==> src/rtl/instr_fetch_queue.sv <==
// rtl/instr_fetch_queue.sv - instruction fetch queue with redirect flush; FETCH_BYPASS_EN enables the empty-FIFO bypass path
module instr_fetch_queue #(
  parameter int                ADDR_W   = 16,
  parameter int                DATA_W   = 16,
  parameter int                DEPTH    = 4,
  parameter logic [ADDR_W-1:0] RESET_PC = '0
) (
  input  logic              clk,
  input  logic              rst_n,
  output logic [ADDR_W-1:0] i_addr,
  input  logic [DATA_W-1:0] i_bus,
  input  logic              redirect,
  input  logic [ADDR_W-1:0] redirect_pc,
  output logic [DATA_W-1:0] instr,
  output logic [ADDR_W-1:0] instr_pc,
  output logic              instr_valid,
  input  logic              instr_ready
);

  localparam int PTR_W = $clog2(DEPTH);
  localparam int CNT_W = PTR_W + 1;
  localparam logic [CNT_W:0] DEPTH_OCC = (CNT_W + 1)'(DEPTH);

  logic [ADDR_W-1:0] fetch_pc_q, fetch_pc_d;
  logic              inflight_q, inflight_d;
  logic [ADDR_W-1:0] inflight_pc_q, inflight_pc_d;
  logic [CNT_W-1:0]  count_q, count_d;
  logic [PTR_W-1:0]  rd_ptr_q, rd_ptr_d;
  logic [PTR_W-1:0]  wr_ptr_q, wr_ptr_d;
  logic [DATA_W-1:0] fifo_data_q [DEPTH];
  logic [DATA_W-1:0] fifo_data_d [DEPTH];
  logic [ADDR_W-1:0] fifo_pc_q   [DEPTH];
  logic [ADDR_W-1:0] fifo_pc_d   [DEPTH];

  logic [CNT_W:0] occupancy;
  logic           fifo_valid;
  logic           bypass_valid;
  logic           issue;
  logic           capture;
  logic           bypass_take;
  logic           write_en;
  logic           pop_fifo;

  assign i_addr = fetch_pc_q;

  // Control decode: occupancy counts buffered plus in-flight words so a capture never meets a full FIFO
  always_comb begin
    occupancy  = {1'b0, count_q} + {{CNT_W{1'b0}}, inflight_q};
    fifo_valid = (count_q != '0);
`ifdef FETCH_BYPASS_EN
    bypass_valid = !fifo_valid && inflight_q && !redirect;
`else
    bypass_valid = 1'b0;
`endif
    issue       = !redirect && (occupancy < DEPTH_OCC);
    capture     = inflight_q && !redirect;
    bypass_take = bypass_valid && instr_ready;
    write_en    = capture && !bypass_take;
    pop_fifo    = fifo_valid && instr_ready && !redirect;
  end

  // Decode-side outputs: FIFO head first, bypassed memory word when empty, zeros when idle
  always_comb begin
    instr_valid = fifo_valid || bypass_valid;
    instr       = '0;
    instr_pc    = '0;
    if (fifo_valid) begin
      instr    = fifo_data_q[rd_ptr_q];
      instr_pc = fifo_pc_q[rd_ptr_q];
    end else if (bypass_valid) begin
      instr    = i_bus;
      instr_pc = inflight_pc_q;
    end
  end

  // Next state for fetch PC, in-flight tracking, pointers, count and FIFO storage
  always_comb begin
    fetch_pc_d    = fetch_pc_q;
    inflight_d    = inflight_q;
    inflight_pc_d = inflight_pc_q;
    count_d       = count_q;
    rd_ptr_d      = rd_ptr_q;
    wr_ptr_d      = wr_ptr_q;
    fifo_data_d   = fifo_data_q;
    fifo_pc_d     = fifo_pc_q;

    if (redirect) begin
      // Squash everything buffered and the word still in the memory pipeline
      fetch_pc_d = redirect_pc;
      inflight_d = 1'b0;
      count_d    = '0;
      rd_ptr_d   = '0;
      wr_ptr_d   = '0;
    end else begin
      if (issue) begin
        fetch_pc_d    = fetch_pc_q + 1'b1;
        inflight_d    = 1'b1;
        inflight_pc_d = fetch_pc_q;
      end else begin
        inflight_d = 1'b0;
      end

      if (write_en) begin
        fifo_data_d[wr_ptr_q] = i_bus;
        fifo_pc_d[wr_ptr_q]   = inflight_pc_q;
        wr_ptr_d              = wr_ptr_q + 1'b1;
      end

      if (pop_fifo) begin
        rd_ptr_d = rd_ptr_q + 1'b1;
      end

      case ({write_en, pop_fifo})
        2'b10:   count_d = count_q + 1'b1;
        2'b01:   count_d = count_q - 1'b1;
        default: count_d = count_q;
      endcase
    end
  end

  // Control registers with synchronous active-low reset
  always_ff @(posedge clk) begin
    if (!rst_n) begin
      fetch_pc_q    <= RESET_PC;
      inflight_q    <= 1'b0;
      inflight_pc_q <= '0;
      count_q       <= '0;
      rd_ptr_q      <= '0;
      wr_ptr_q      <= '0;
    end else begin
      fetch_pc_q    <= fetch_pc_d;
      inflight_q    <= inflight_d;
      inflight_pc_q <= inflight_pc_d;
      count_q       <= count_d;
      rd_ptr_q      <= rd_ptr_d;
      wr_ptr_q      <= wr_ptr_d;
    end
  end

  // FIFO storage is never read while count is zero, so it carries no reset
  always_ff @(posedge clk) begin
    fifo_data_q <= fifo_data_d;
    fifo_pc_q   <= fifo_pc_d;
  end

endmodule

==> config.mk <==
export PLATFORM = sky130hd
export DESIGN_NAME = instr_fetch_queue
export DESIGN_NICKNAME = d
export VERILOG_FILES = /design/src/rtl/instr_fetch_queue.sv
export SDC_FILE = /design/constraint.sdc
export NUM_CORES = 1
export LEC_CHECK = 0
export CORE_MARGIN = 3
export CORE_UTILIZATION = 55
export CTS_BUF_LIST = sky130_fd_sc_hd__clkbuf_8
export DETAILED_ROUTE_END_ITERATION = 10
export PLACE_DENSITY = 0.79
export SLEW_MARGIN = 20
export SYNTH_ARGS = -nofsm -noshare
export SYNTH_HDL_FRONTEND = slang
export SYNTH_SLANG_ARGS = --single-unit
==> constraint.sdc <==
create_clock -name clk -period 7.1 [get_ports clk]
set_input_delay 2.13 -clock clk [delete_from_list [all_inputs] [get_ports clk]]
set_output_delay 2.13 -clock clk [all_outputs]
set_load 0.03 [all_outputs]
Word level (Yosys, flattened, before mapping). Cells that the tools add are included.

Register bits: 168. Bits of input ports: 36. Output and inout bits: 49.

Order comparisons: 4. Multiplexer cells: 16. $add $sub $neg: 6. Equal/unequal tests: 2. Reductions and logical operators: 12. Bitwise gates (word level): 4.

Operators with widths (number): $mux 16 (9); $bwmux 64 (2); $bmux 16 s2 (2); $demux 16 s2 (1); $add 16x1->16 const B (1); $ge 3x3->1 const B (2); $not 2->3 (2); $pmux 3 s2 (1); $logic_and 1x1->1 (5); $add 2x1->2 const B (2); $add 3x1->4 (1); $lt 4x3->1 const B (1); $reduce_and 2->1 (2); $reduce_bool 2->1 (2); $add 3x1->3 const B (1); $lt 3x1->1 const B (1); $reduce_bool 3->1 (1); $sub 3x1->3 const B (1); $eq 2x1->1 const B (1); $eq 2x2->1 const B (1); $not 1->1 (2); $reduce_or 2->1 (1); $logic_not 1->1 (1); $mux 1 (1).

Logic depth before layout (Yosys ltp). Gate-level depths: netlist of the first run.

Depth in word-level cells: 6. Depth in mapped cells: 9. Depth with buffers taken out: 8.

Worst setup path after synthesis of the first run. Ideal clock, no wire load.

Path type: in2reg. Start point: input redirect. End point: register count_q[2]. Stages on the path: 9. Setup slack: 3321 ps. Arrival time: 3709 ps. Library setup time: 70 ps. Data required time: 7030 ps. Cell sequence: clkbuf_1 nor2b_1 inv_1 ha_1 inv_1 fa_1 xor2_1 or3_1 a21oi_1.

Longest elaborated chain between the ends: 4. Elaborated cells between the ends (all ways): 8. Those cells by class: eq/ne: 2; mux: 1; reduce/logical: 5.

Ends and longest elaborated chain: from (decl) (RTL line 12) `input logic redirect,`; $logic_not 1->1 (RTL line 56, 59); $logic_and 1x1->1 (on tied branches) (RTL line 59, 56); $eq 2x1->1 / $eq 2x2->1 (equally long branches) (RTL line 113) `case ({write_en, pop_fifo})`; $pmux 3 s2 / $reduce_bool 2->1 (equally long branches); to (signal assigned) (RTL line 134) `count_q <= count_d;`; to (decl) (RTL line 27) `logic [CNT_W-1:0] count_q, count_d;`.

Parallel ways exist; a longest one is shown, timed or not. A chain may end at the register's enable or synchronous reset.

Worst setup path after layout of the first run.
Start point: register rd_ptr_q[0]. End point: output instr_pc[3].

Longest elaborated chain between the ends: 5.

Ends and longest elaborated chain: from (decl) (RTL line 28) `logic [PTR_W-1:0] rd_ptr_q, rd_ptr_d;`; from (signal assigned) (RTL line 135) `rd_ptr_q <= rd_ptr_d;`; $not 2->3 (not written as such) (RTL line 69) `instr_pc = fifo_pc_q[rd_ptr_q];`; $bmux 16 s2 (RTL line 69); $mux 16 (not written as such) (2 in a row) (RTL line 69); $mux 16 (RTL line 67) `if (fifo_valid) begin`; to (decl) (RTL line 15) `output logic [ADDR_W-1:0] instr_pc,`.

No other way between the ends. The select of a mux whose other input is x is not followed.

==> reports/metrics.cfg, run 1 <==
[worst_setup_path]
path_buf_inv = 2
crit_path_start_kind = flop
crit_chain = buf_4 > mux4_2 > nor2b_1 > clkdlybuf4s50_1
r2r_start = count_q[2]
end_kind = output pin
worst-setup-path-type = flop to output pin
crit_required_ps = 4970
max_stage_delay_ps = 880
crit_arrival_ps = 2980
cp_max_fo = 24
crit_family = buffers and inverters
cp_slowest_cell = dfxtp_2
reg2reg_slack_ps = 4750
rr_endpoint = count_q[2]
reg2reg_depth = 8

[hold_path]
holdPathEnd = fifo_pc_q[21]
holdPathStages = 0
min_from = inflight_pc_q[5]
hold_path_class = flop to flop

[synth]
synth_edf_count = 128
avgSynthCellArea_um2 = 15.8
async_flop_share_pct = 0
synth_seq_cells = 168
syn-cell-area_um2 = 6720
yosys_warnings = 0
yosysTopAreaCell = edfxtp_1
syn_nets = 468
synth_cells = 425
yosys_most_used_dff = edfxtp_1
synth_area_leaders = edfxtp_1 (57%), dfxtp_1 (12%), mux4_2 (11%)
ys_types = 42
ys_seq_area_share_pct = 69.1
yosysTopAreaCellShare_pct = 57.2

[power_and_ir_drop]
powerDensity_nw_per_um2 = 233
p_leak_nw = 2.64
ir_worst_vdd_uv = 134
power_mw = 1.89

[clocking]
ctsResizeCount = 0
tritoncts = done
cts.sinks = 168
cts-hold-fix-buffers = 0
clk_pin_slew_ps = 80
htree_levels = 4
clock_latency_ps = 450
post_cts_buffers = 0
cts-root-buf = clkbuf_8
cts_buffer_depth = 2
numCtsBuffers = 17

[placement]
port_buffers = 84
dpl.hpwl_um = 7750
gp_congestion = 0.847
dp.cells = 634

[drt]
dr.pass1.iters = 7
drtIter0Drc = 285
avgViaCountPerCell = 5.70
ant_nets = 0
routed_wl_um = 12300
wire_per_inst_um = 18.4
drc = 0
vias = 3798

[final_layout]
syn2layout_area_growth_pct = 20.5
finalNonFillerCells = 666
antenna_cells = 0
num-nets-final = 553
drive_gt1_share_pct = 14.7

[global_routing]
grt_max_degree = 34
grt_first_pass_wirelength_um = 20100
antenna_found_initial = 0
gr-total-overflow = 0
first_global_vias = 3972
grt_usage_pct = 19.8

[sta]
rsz0062_at_grt = false
finalCritPeriodShare_pct = 71.9
max_slew_margin_pct = 35.9
finalHoldViolCount = 0
hold_slack_ps = 506
tns_ps = 0
final_max_slew_viol_count = 0
tightest_slew_ps = 958
skew_ps = 8.69
setup_viol = 0
fin_crit_ps = 5110
clock.fmax_mhz = 196

[outcome]
status = complete, no violations

[floorplanning]
floorplan.die_area_um2 = 13600
io_pins = 85
core_area_um2 = 11700
start_util_pct = 57.6
die_h_um = 117
fp.dieW_um = 117
rows = 39

[run]
max_cap_violations = 0

-- flip-flops by register name, indices dropped and copies added (netlist names) --
signal,count
fifo_data_q,64
fifo_pc_q,64
i_addr,16
inflight_pc_q,16
count_q,3
rd_ptr_q,2
wr_ptr_q,2
inflight_q,1
-- logic make-up after synthesis --
kind of cell,after synthesis,share of synthesized area [%]
compound gates,55,5.62
xor+xnor,14,1.82
fa+ha+maj,7,1.41
buf+inv,31,1.88
flops,168,69.1
mux,33,10.9
simple gates,117,9.29
-- metrics by stage --
| step | util, % | area, um2 | setup WS, ps |
|---|---|---|---|
| floorplan | - | 6720 | 3320 |
| global placement | 65.9 | 7690 | 2420 |
| detailed placement | 65.9 | 7690 | 2330 |
| CTS | 69.4 | 8100 | 1870 |
| global route | 69.4 | 8100 | 1740 |
| finish | 69.4 | 8100 | 1990 |
-- power breakdown --
part / leakage (nW) / internal (mW) / switching, mW
logic: 0.884 / 0.0531 / 0.0563
clock network: 0.204 / 0.349 / 0.341
registers: 1.55 / 1.07 / 0.0200
total: 2.64 / 1.47 / 0.417
-- worst max path at each step --
stage / start / to / slack (ps) / cells after the start
after CTS: rd_ptr_q[0] / instr[3] / 1870 / 4
after detailed placement: redirect / count_q[2] / 2330 / 8
final: rd_ptr_q[0] / instr_pc[3] / 1990 / 4
after global routing: rd_ptr_q[0] / instr[3] / 1740 / 4
after global placement: rd_ptr_q[0] / instr[2] / 2420 / 4
after floorplan: redirect / count_q[2] / 3320 / 9
-- final cells by class --
type                       instances  area, um2
timing repair buffer              87        863
inverter                          10       37.5
tap                              143        179
sequential                       168       4650
clock inverter                    15        179
multi-input combinational        226       1960
fill                             758       3560
clock buffer                      17        234
-- worst register-to-register path, stage by stage, from the launching register on --
cell and delay [ps]:
dfxtp_1 470, nor3_2 100, nor3b_1 320, ha_1 260, inv_1 60, fa_1 380, xor2_1 170, or3_1 320
a21oi_1 180
-- cell usage in the layout, fill, tap and decap left out, types with 4 or more instances in the layout --
cell | synthesis | routed
a21boi_0 | 15 | 15
nand4_1 | 5 | 5
nor2_1 | 8 | 8
and2_2 | 0 | 4
a21oi_1 | 9 | 9
clkdlybuf4s50_1 | 0 | 84
a31oi_1 | 4 | 4
edfxtp_1 | 128 | 128
xnor2_1 | 6 | 6
nor2b_1 | 33 | 33
clkinv_4 | 0 | 4
nand3_1 | 5 | 5
clkbuf_8 | 0 | 17
o21ai_0 | 16 | 16
dfxtp_1 | 40 | 39
inv_1 | 10 | 11
ha_1 | 6 | 6
xor2_1 | 8 | 8
nand2b_1 | 6 | 6
nand2_1 | 37 | 37
mux4_2 | 32 | 32
or3_1 | 4 | 4
-- synthesized netlist by cell type, types with 3 or more instances --
cell type and count:
o21ai_0 16, nor2_1 8, xor2_1 8, clkbuf_1 13, inv_1 10, dfxtp_1 40
buf_2 7, xnor2_1 6, edfxtp_1 128, nand2_1 37, a21boi_0 15, a31oi_1 4
o311a_1 3, a21oi_1 9, nand2b_1 6, nor2b_1 33, mux4_2 32, and2_1 5
nand4_1 5, nor3_1 3, nand3_1 5, ha_1 6, or3_1 4
-- per-layer routing --
| layer | GRT usage (%) | share of wire (%) |
|---|---|---|
| met5 | 0 | 0 |
| met4 | 7.19 | 1.6 |
| met3 | 5.34 | 4.8 |
| met2 | 32.8 | 50 |
| met1 | 25.4 | 44 |
Note: power is estimated with default switching activity, not from simulation.
==> inputs of run 2 (changes only) <==
Clock period 7.1 ns to 4.7 ns, I/O delays scaled along.
==> run 2 against run 1 <==
Compared with the run above:
- critical path depth unchanged
- critical path type unchanged
- non-clock buffer count grew 8
- clock skew rose by 3.1 ps
==> reports/metrics.cfg, run 2 (synthesized netlist as in run 1, its figures left out) <==
[final_layout]
num-nets-final = 561  ; +1.4%
mostFrequentLayoutCell = edfxtp_1
reg.largest.list = fifo_data_q: 64 flops, fifo_pc_q: 64 flops
finalNonFillerCells = 674  ; +1.2%
syn2layout_area_growth_pct = 21.9
layout_common_cells = edfxtp_1 (128), clkdlybuf4s50_1 (84), dfxtp_1 (39)
multi_input_area_um2 = 1960  ; unchanged
nFillCells = 747  ; -1.5%
final_cell_area_um2 = 8190  ; +1.1%
antenna_cells = 0  ; unchanged
regArea_um2 = 4650  ; unchanged
drive_gt1_share_pct = 15.6  ; +0.91 points

[sta]
clock.fmax_mhz = 252
final_max_slew_viol_count = 0  ; unchanged
setup_ws_ps = 733  ; -1260 ps
rsz0062_at_grt = false
tightest_slew_ps = 974  ; +15.8 ps
skew_ps = 11.8  ; +3.11 ps
finalCritPeriodShare_pct = 84.4
finalHoldViolCount = 0  ; unchanged
setup_viol = 0  ; unchanged
max_slew_margin_pct = 34.9  ; -1.1 points
fin_crit_ps = 3970
tns_ps = 0  ; unchanged

[floorplanning]
io_pins = 85  ; unchanged
rows = 39  ; unchanged
die_h_um = 117  ; unchanged
core_area_um2 = 11700  ; unchanged
start_util_pct = 57.6  ; unchanged
floorplan.die_area_um2 = 13600  ; unchanged
fp.dieW_um = 117  ; unchanged

[clocking]
cts.sinks = 168  ; unchanged
htree_levels = 4  ; unchanged
tritoncts = done
cts-hold-fix-buffers = 0  ; unchanged
post_cts_buffers = 0  ; unchanged
numCtsBuffers = 17  ; unchanged
clk_pin_slew_ps = 80  ; about the same
clock_latency_ps = 440  ; about the same
cts-root-buf = clkbuf_8
ctsResizeCount = 0  ; unchanged
cts_buffer_depth = 2  ; unchanged

[power_and_ir_drop]
powerDensity_nw_per_um2 = 351  ; +50%
p_leak_nw = 2.69  ; +2.1%
ir_worst_vdd_uv = 202  ; +51%

[placement]
port_buffers = 84  ; unchanged
place_ws_ps = 749  ; -1580 ps
postPlaceCellArea_um2 = 7770  ; +1.1%
dpl.hpwl_um = 8120  ; +4.9%
gp_congestion = 0.878  ; +3.7%
dp.cells = 642  ; +1.3%

[drt]
dr.pass1.iters = 4  ; -3
avgViaCountPerCell = 5.72  ; +0.30%
drc = 0  ; unchanged
drtIter0Drc = 276  ; -3.2%
ant_nets = 0  ; unchanged
vias = 3855  ; +1.5%
routed_wl_um = 12600  ; +2.7%
wire_per_inst_um = 18.7  ; +1.5%

[hold_path]
hold_path_class = flop to flop

[worst_setup_path]
crit_path_start_kind = flop
cp_max_fo = 23  ; -4.2%
worst-setup-path-type = flop to output pin
crit_required_ps = 3290  ; -1680 ps
cp_slowest_cell = dfxtp_1
end_kind = output pin
crit_chain = buf_12 > mux4_2 > nor2b_1 > clkdlybuf4s50_1
max_stage_delay_ps = 720  ; -160 ps
crit_arrival_ps = 2560  ; -420 ps

[global_routing]
grt_max_degree = 34  ; unchanged
gr-total-overflow = 0  ; unchanged
grt_usage_pct = 20.0  ; +0.18 points
grt_first_pass_wirelength_um = 20300  ; +0.76%
antenna_found_initial = 0  ; unchanged
first_global_vias = 3961  ; -0.28%

[outcome]
status = complete, no violations

[run]
max_cap_violations = 0  ; unchanged

[run 2: cell types whose count changed in the layout (fill, tap and decap cells not counted), sizes merged]
cell / change
buf: +8
bufinv: +1
inv: -1
[run 2: layer usage]
metal / share of wire [%] / global-route usage, % / vias up / routed length (um)
met5: 0 / 0 / - / 0
li1: - / - / 1799 / -
met3: 5.5 / 4.77 / 23 / 692
met2: 49 / 32.0 / 131 / 6200
met1: 43 / 26.8 / 1902 / 5480
met4: 2.0 / 7.80 / 0 / 250
[run 2: worst paths after layout]
| kind | from | endpoint | slack [ps] | depth (start not counted) |
|---|---|---|---|---|
| max | rd_ptr_q[1] | instr_pc[8] | 730 | 4 |
| min | inflight_pc_q[1] | fifo_pc_q[1] | 510 | 0 |
| max reg2reg | count_q[0] | count_q[2] | 2380 | 8 |
| min reg2reg | inflight_pc_q[1] | fifo_pc_q[1] | 510 | 0 |
[run 2: critical path: cells and delay by family (launching register included)]
family,cells,cell delay (ps)
buffers and inverters,2,900
DFF,1,720
muxes,1,340
and+or+nand+nor,1,160
[run 2: area by class of cell]
| type | instances | share of cell area (%) |
|---|---|---|
| multi-input combinational | 226 | 23.9 |
| tap | 143 | 2.18 |
| inverter | 10 | 0.458 |
| clock inverter | 15 | 2.28 |
| clock buffer | 17 | 2.86 |
| timing repair buffer | 95 | 11.6 |
| sequential | 168 | 56.7 |
[run 2: metrics by stage]
step | util, % | hold WS [ps] | power (mW)
final | 70.2 | 506 | 2.88
after detailed placement | 66.6 | 493 | 1.85
after global routing | 70.2 | 527 | 2.98
after floorplan | - | 460 | 1.76
after global placement | 66.6 | 476 | 1.84
after CTS | 70.2 | 515 | 2.90
[run 2: power by group]
group / internal (mW) / switching (mW)
registers: 1.62 / 0.0302
clock network: 0.571 / 0.491
logic: 0.0812 / 0.0851
total: 2.27 / 0.606
==> inputs of run 3 (changes only) <==
Settings changed: CORE_UTILIZATION 55 to 52.
Clock period 4.7 ns to 3.4 ns, I/O delays scaled along.
==> run 3 against run 2 <==
Compared with the run above:
- die area grew 5.5%
- sequential power grew 38%
- first-iteration DRC count increased by 37%
- via count shrank 2.2%
- clock-buffer cell count stayed put
- utilization decreased by 3.6 points
- global-route usage fell by 1.7 points
- routed wire length shrank 3.4%
- critical path depth unchanged
==> reports/metrics.cfg, run 3 (synthesized netlist as in run 1, its figures left out) <==
[clocking]
htree_levels = 4  ; unchanged
numCtsBuffers = 17  ; unchanged
cts-root-buf = clkbuf_8
cts_buffer_depth = 2  ; unchanged
clock_latency_ps = 430  ; about the same
clk_pin_slew_ps = 90  ; about the same
tritoncts = done
post_cts_buffers = 0  ; unchanged
cts.sinks = 168  ; unchanged
cts-hold-fix-buffers = 0  ; unchanged

[worst_setup_path]
crit_required_ps = 2380  ; -910 ps
worst-setup-path-type = flop to output pin
r2r_start = count_q[0]
reg2reg_depth = 8  ; unchanged
rr_endpoint = count_q[2]
end_kind = output pin
crit_path_start_kind = flop
cp_max_fo = 32  ; +39%
crit_arrival_ps = 2170  ; -390 ps
reg2reg_slack_ps = 1120  ; -1260 ps

[global_routing]
grt_max_degree = 34  ; unchanged
grt_usage_pct = 18.2  ; -1.7 points
antenna_found_initial = 0  ; unchanged
top_usage_layer = met2
met2_usage_pct = 30.1  ; -2.0 points
grt_use_met3_pct = 4.90  ; +0.13 points
use_met1_pct = 24.1  ; -2.7 points
grt_first_pass_wirelength_um = 20200  ; -0.17%
gr-total-overflow = 0  ; unchanged
first_global_vias = 3944  ; -0.43%

[final_layout]
antenna_cells = 0  ; unchanged
reg.largest.list = fifo_data_q: 64 flops, fifo_pc_q: 64 flops
mostFrequentLayoutCell = edfxtp_1
final_cell_area_um2 = 8200  ; +0.15%
num-nets-final = 559  ; -0.36%
layout_common_cells = edfxtp_1 (128), clkdlybuf4s50_1 (52), dfxtp_1 (39)
drive_gt1_share_pct = 15.1  ; -0.51 points
syn2layout_area_growth_pct = 22.1

[floorplanning]
io_pins = 85  ; unchanged
floorplan.die_area_um2 = 14300  ; +5.5%
rows = 40  ; +2.6%
start_util_pct = 54.6  ; -3.0 points
die_h_um = 120  ; +2.7%
fp.dieW_um = 120  ; +2.7%
core_area_um2 = 12300  ; +5.6%

[hold_path]
holdPathEnd = inflight_pc_q[5]
holdPathStages = 2  ; +2
hold_path_class = flop to flop
min_from = inflight_pc_q[5]

[sta]
skew_ps = 10.8  ; -1.03 ps
clock.fmax_mhz = 314
fin_crit_ps = 3190
tightest_slew_ps = 592  ; -382 ps
rsz0062_at_grt = false
finalCritPeriodShare_pct = 93.7
setup_viol = 0  ; unchanged
tns_ps = 0  ; unchanged
max_slew_margin_pct = 60.5  ; +26 points
final_max_slew_viol_count = 0  ; unchanged
finalHoldViolCount = 0  ; unchanged

[power_and_ir_drop]
comb_power_share_pct = 5.8  ; about the same
ir_worst_vdd_uv = 251  ; +25%
seq_power_share_pct = 57.3  ; about the same
powerDensity_nw_per_um2 = 484  ; +38%
p_leak_nw = 2.85  ; +5.8%
p_sw_share_pct = 21.0  ; -0.11 points
netSwitchingPower_uw = 832  ; +37%
pwr-share-clk_pct = 36.9  ; about the same
p_int_mw = 3.14  ; +38%

[drt]
routed_wl_um = 12200  ; -3.4%
avgViaCountPerCell = 5.41  ; -5.4%
dr.pass1.iters = 4  ; unchanged
vias = 3771  ; -2.2%
drtIter0Drc = 378  ; +37%
drc = 0  ; unchanged
ant_nets = 0  ; unchanged
wire_per_inst_um = 17.5  ; -6.6%

[placement]
port_buffers = 84  ; unchanged
gp_congestion = 0.875  ; -0.30%
postPlaceCellArea_um2 = 7820  ; +0.68%
dpl.hpwl_um = 7680  ; -5.5%

[outcome]
status = complete, no violations

[run]
max_cap_violations = 0  ; unchanged

run 3: changes by cell type in the layout (fill, tap and decap cells not counted):
| cell | previous run | this run |
|---|---|---|
| clkdlybuf4s50_1 | 84 | 52 |
| dlygate4sd2_1 | 0 | 32 |
| buf_4 | 9 | 4 |
| buf_12 | 2 | 5 |
| and2_1 | 1 | 2 |
| and2_2 | 4 | 3 |
| clkinv_1 | 1 | 0 |
| clkinv_4 | 2 | 1 |
| inv_1 | 12 | 13 |
| inv_6 | 0 | 1 |
run 3: critical path, stage by stage (launching register included):
cell	delay, ps
dfxtp_2	390
buf_12	280
mux4_2	540
nor2b_1	160
dlygate4sd2_1	360
run 3: how the worst max path moves through the flow:
stage | endpoint | cells past startpoint | slack [ps] | startpoint
5_1_grt | instr_pc[2] | 4 | 70 | rd_ptr_q[0]
3_3_place_gp | count_q[2] | 8 | 310 | redirect
4_1_cts | instr_pc[0] | 4 | 150 | rd_ptr_q[0]
2_1_floorplan | count_q[2] | 9 | 730 | redirect
6_report | instr_pc[14] | 4 | 210 | rd_ptr_q[0]
3_5_place_dp | count_q[2] | 8 | 200 | redirect
run 3: area by class of cell:
cell class | instances | area (um2)
Timing Repair Buffer | 93 | 931
Multi-Input combinational cell | 226 | 1960
Clock buffer | 17 | 234
Clock inverter | 15 | 186
Inverter | 10 | 37.5
Fill cell | 872 | 4110
Tap cell | 168 | 210
Sequential cell | 168 | 4650
run 3: metrics by stage:
| stage | total power, mW | util, % | cells | worst slack (ps) | hold slack (ps) |
|---|---|---|---|---|---|
| finish | 3.97 | 66.6 | 697 | 213 | 513 |
| global placement | 2.55 | 63.5 | 665 | 307 | 476 |
| CTS | 4.01 | 66.6 | 697 | 150 | 510 |
| floorplan | 2.44 | - | 425 | 731 | 460 |
| detailed placement | 2.56 | 63.5 | 665 | 202 | 491 |
| global route | 4.12 | 66.6 | 697 | 68.1 | 537 |
run 3: routing by layer:
metal  vias to the layer above  share of wire [%]
met5                         -                  0
met1                      1842                 44
li1                       1787                  -
met2                       135                 49
met4                         0               0.47
met3                         7                6.2
run 3: what timing repair did:
item / in CTS / in global routing
hold endpoints to repair: 0 / 0
gates resized for setup: 32 / 0
setup endpoints to repair: 32 / 0
run 3: power groups by stage:
stage	combinational (mW)	clock, mW	sequential (mW)
after floorplan	0.0966	0	2.34
after global placement	0.229	0	2.32
after detailed placement	0.235	0	2.32
after CTS	0.232	1.50	2.28
after global routing	0.249	1.59	2.28
final	0.230	1.46	2.28
